## config.mk

```make
export PLATFORM = sky130hd
export DESIGN_NAME = jk_excite_counter
export DESIGN_NICKNAME = d
export VERILOG_FILES = /design/src/rtl/jk_excite_counter.sv
export SDC_FILE = /design/constraint.sdc
export NUM_CORES = 1
export LEC_CHECK = 0
export CAP_MARGIN = 10
export CORE_ASPECT_RATIO = 1.1
export CORE_UTILIZATION = 25
export DETAILED_ROUTE_END_ITERATION = 7
export GPL_TIMING_DRIVEN = 0
export PLACE_DENSITY_LB_ADDON = 0.12
export SYNTH_ARGS = -nofsm -noshare
export SYNTH_HDL_FRONTEND = slang
export SYNTH_SLANG_ARGS = --single-unit
```

## constraint.sdc

```tcl
create_clock -name clk -period 2.3 [get_ports clk]
set_clock_uncertainty 0.05 [all_clocks]
set_input_delay 0.23 -clock clk [delete_from_list [all_inputs] [get_ports clk]]
set_output_delay 0.23 -clock clk [all_outputs]
set_load 0.05 [all_outputs]
```

## src/rtl/jk_excite_counter.sv

```systemverilog
// Modulo counter built from a JK register bank: the desired next state is turned into
// per-bit J/K excitation, and the bank applies the JK law to reach it.
module jk_excite_counter #(
  parameter int MODULUS = 60,
  parameter int WIDTH   = 6
) (
  input  logic             clk,
  input  logic             reset,
  input  logic             en,
  input  logic             up,
  input  logic             load,
  input  logic [WIDTH-1:0] load_val,
  output logic [WIDTH-1:0] q,
  output logic [WIDTH-1:0] j_vec,
  output logic [WIDTH-1:0] k_vec,
  output logic             carry,
  output logic             load_err
);

  localparam logic [WIDTH-1:0] MAX_Q   = WIDTH'(MODULUS - 1);
  localparam logic [WIDTH:0]   MOD_EXT = (WIDTH+1)'(MODULUS);

  logic [WIDTH-1:0] nxt;
  logic             carry_nxt;
  logic             err_nxt;

  // Out-of-range states fold back into range: up goes to 0, down goes to MAX_Q.
  function automatic logic [WIDTH-1:0] wrap_inc(input logic [WIDTH-1:0] v);
    return (v >= MAX_Q) ? '0 : v + WIDTH'(1);
  endfunction

  function automatic logic [WIDTH-1:0] wrap_dec(input logic [WIDTH-1:0] v);
    return ((v == '0) || (v > MAX_Q)) ? MAX_Q : v - WIDTH'(1);
  endfunction

  always_comb begin
    nxt       = q;
    carry_nxt = 1'b0;
    err_nxt   = 1'b0;
    if (load) begin
      if ({1'b0, load_val} < MOD_EXT) nxt = load_val;
      else                            err_nxt = 1'b1;
    end else if (en) begin
      if (up) begin
        nxt       = wrap_inc(q);
        carry_nxt = (q == MAX_Q);
      end else begin
        nxt       = wrap_dec(q);
        carry_nxt = (q == '0);
      end
    end
  end

  // J sets bits that must rise, K clears bits that must fall; never both on one bit.
  assign j_vec = ~q & nxt;
  assign k_vec = q & ~nxt;

  // Register bank stage: JK update law, which lands exactly on nxt.
  always_ff @(posedge clk or posedge reset) begin
    if (reset) begin
      q        <= '0;
      carry    <= 1'b0;
      load_err <= 1'b0;
    end else begin
      q        <= (j_vec & ~q) | (~k_vec & q);
      carry    <= carry_nxt;
      load_err <= err_nxt;
    end
  end

endmodule
```

==> qor.yml <==
outcome:
  status: "complete, but fails checks"
  failed_checks: "setup timing"
logic_synthesis:
  async_reset_ff_share_pct: 100.0
  synth_nets: 129
  synthFlopType: "dfrtp_1"
  synth_warnings: 0
  synthTopCellsByArea: "dfrtp_1, a21oi_1, nand2_1"
  ys_seq_area_share_pct: 22.96
  synth_area_per_cell_um2: 7.518
  synth_commonest_cells: "nand2_1, a21oi_1, dfrtp_1, nand3_1, nor2_1"
  synth_most_common_cell: "nand2_1"
  synth_edf_count: 0
  yosys.area.top_type: "dfrtp_1"
  ys_types: 43
  syn-cell-area_um2: 872.1
  yosysTopAreaCellShare_pct: 22.96
  synth-seq-cells: 8
  synthCells: 116
critical_path:
  crit_top_cell: "buf_8"
  critPathMaxStageDelay_ns: 0.37
  cp.arrival_ns: 2.05
  path_buf_inv: 3
  worstSetupStartpointType: "flop"
  worstPathCellList: "buf_8 > inv_6 > ha_4 > and2b_2 > a21oi_4 > o221ai_2 > o211ai_1 > and3_4 > buf_8"
  critPathKind: "reg -> out"
  worstSetupStartpoint: "q[0]$_DFF_PP0_"
  cp_slowest_cell: "dfrtp_2"
  r2r_start: "q[0]$_DFF_PP0_"
  cp_data_required_time_ns: 2.02
  crit_fanout: 4
  path_delay_family: "simple AND/OR/NAND/NOR gates"
  cp-end-kind: "output pin"
clock_network:
  cts.sink_count: 8
  htree_levels: 1
  cts_buffers: 3
  cts_buffer_depth: 2
  clkTransAtPathRegs_ns: 0.06
  cts_tree: "built"
  clockRootBuffer: "clkbuf_4"
  clkLatencyLatePin_ns: 0.27
timing:
  period_share_pct: 101.1
  hold_viol: 0
  max_freq_ghz: 0.4300
  setup_ws_ns: -0.02538
  setup_tns_ns: -0.03892
  relSlewSlack_pct: 66.15
  slew_viol_final: 0
  rsz0062_at_grt: "true"
  setup_viol: 2
  tightest_slew_ns: 0.5062
  min_period_ns: 2.325
  hold_slack_ns: 0.1586
route:
  drt-vias-per-instance: 5.033
  drtIter0Drc: 28
  first_pass_iters: 4
  antenna_left: 0
  route.detailed.drc: 0
  wl_per_cell_um: 13.89
  num_vias: 1052
  wirelength_mm: 2.902
power:
  peakVddDrop_v: 0.0002066
  leakage_nw: 0.6002
  power.density_mw_per_mm2: 602.1
  power.total_mw: 0.8958
die:
  core_mm2: 0.003331
  start_util_pct: 26.18
  pin_count: 31
  die_y_um: 63.95
  die_x_um: 58.32
  rows: 22
  dieArea_mm2: 0.003729
finish:
  nFillCells: 336
  syn_to_final_growth_pct: 70.59
  n_antenna_cell: 0
  multi_input_area_um2: 730.7
  drive_above_1_share_pct: 41.61
  ff_latch_area_um2: 203.9
  design.final.nets: 175
grt:
  antenna_found_initial: 0
  grt_pass1_vias: 995
  grt_max_degree: 11
  gr-total-overflow: 0
  grt_first_pass_wirelength_mm: 4.740
  grt_usage_pct: 16.56
place:
  io_buffers: 28
  hpwl_mm: 2.159
  gp_congestion: 0.8750
hold_path:
  min_path_type: "in -> async"
run:
  drv_cap: 0
==> power breakdown <==
part	switching, mW	internal (mW)	total [mW]	leakage, nW
logic	0.345	0.239	0.585	0.491
registers	0.0294	0.159	0.189	0.0941
clock network	0.0553	0.0668	0.122	0.0150
==> cell type report <==
cell class	count	share of cell area [%]
multi-input combinational	94	49.12
clock buffer	4	1.766
tap	48	4.037
inverter	7	2.103
buffer	7	3.448
timing repair buffer	41	25.82
sequential	8	13.71
==> routing by layer <==
layer,vias to the layer above,track usage [%],part of all wire [%]
met4,0,6.845,0.86
met3,4,3.239,4.7
li1,514,-,-
met1,503,21.79,45
met5,-,0,0
met2,31,26.15,49
==> worst register-to-register path: stages (launching register included) <==
cell and delay, ns:
dfrtp_2 0.41, buf_8 0.13, inv_6 0.05, ha_4 0.12, and2b_2 0.21, a211oi_4 0.09
a221oi_2 0.31, o22ai_2 0.11, buf_4 0.14, buf_4 0.12, buf_4 0.12, buf_4 0.12
a21oi_2 0.09
==> sequential cells by signal, summed over array words and instances, names as in the netlist <==
| signal | count |
|---|---|
| load_err | 1 |
| q | 6 |
| carry | 1 |
==> per-stage QoR <==
step                      util (%)  worst slack [ns]  cell area (um2)  std cells
final                        44.67          -0.02538             1488        209
after CTS                    42.64          -0.08062             1420        208
after global routing         44.67           -0.1196             1488        209
after global placement       37.75           -0.7706             1257        192
after detailed placement     37.75           -0.7846             1257        192
after floorplan                  -           -0.1197            917.1        116
==> final timing paths <==
check / endpoint / slack, ns / cells past startpoint
worst max-delay path: k_vec[0] / -0.03 / 9
worst max register to register: q[3]$_DFF_PP0_ / 0.14 / 12
min in group clk: q[4]$_DFF_PP0_ / 0.35 / 3
worst min register to register: q[4]$_DFF_PP0_ / 0.58 / 1
max in group asynchronous: q[4]$_DFF_PP0_ / 1.77 / 2
worst min-delay path: load_err$_DFF_PP0_ / 0.16 / 2
==> cell usage in the layout (no fill, tap or decap), types with 3 or more instances in the layout <==
cell	Yosys	layout
a21o_1	3	3
a21oi_1	13	7
a21oi_2	0	5
buf_2	2	3
buf_4	0	15
buf_6	1	6
buf_8	0	4
clkbuf_1	3	3
clkbuf_4	0	4
clkdlybuf4s50_1	0	16
dfrtp_1	8	5
dfrtp_2	0	3
inv_1	6	4
nand2_1	14	14
nand3_1	8	8
nor2_1	7	6
nor3_4	2	4
o211ai_1	4	4
o21ai_0	6	5
==> cells by family (layout without fill, tap and decap cells) <==
family                   Yosys count  in the layout  share of synthesized area [%]
buffers and inverters             14             59                          7.316
AND/OR/NAND/NOR                   50             50                          33.00
XOR/XNOR                           2              2                          2.009
adder cells (fa/ha/maj)            2              2                          2.869
flip-flops                         8              8                          22.96
AO/OA/AOI/OAI                     40             40                          31.85
==> repair_timing <==
| item | in CTS | in global routing |
|---|---|---|
| buffers inserted | 12 | 2 |
| hold buffers | 0 | 0 |
| gates resized for setup | 91 | 18 |
| setup endpoints to repair | 12 | 13 |
| pin swaps | 12 | 14 |
Note: power is estimated with default switching activity, not from simulation.
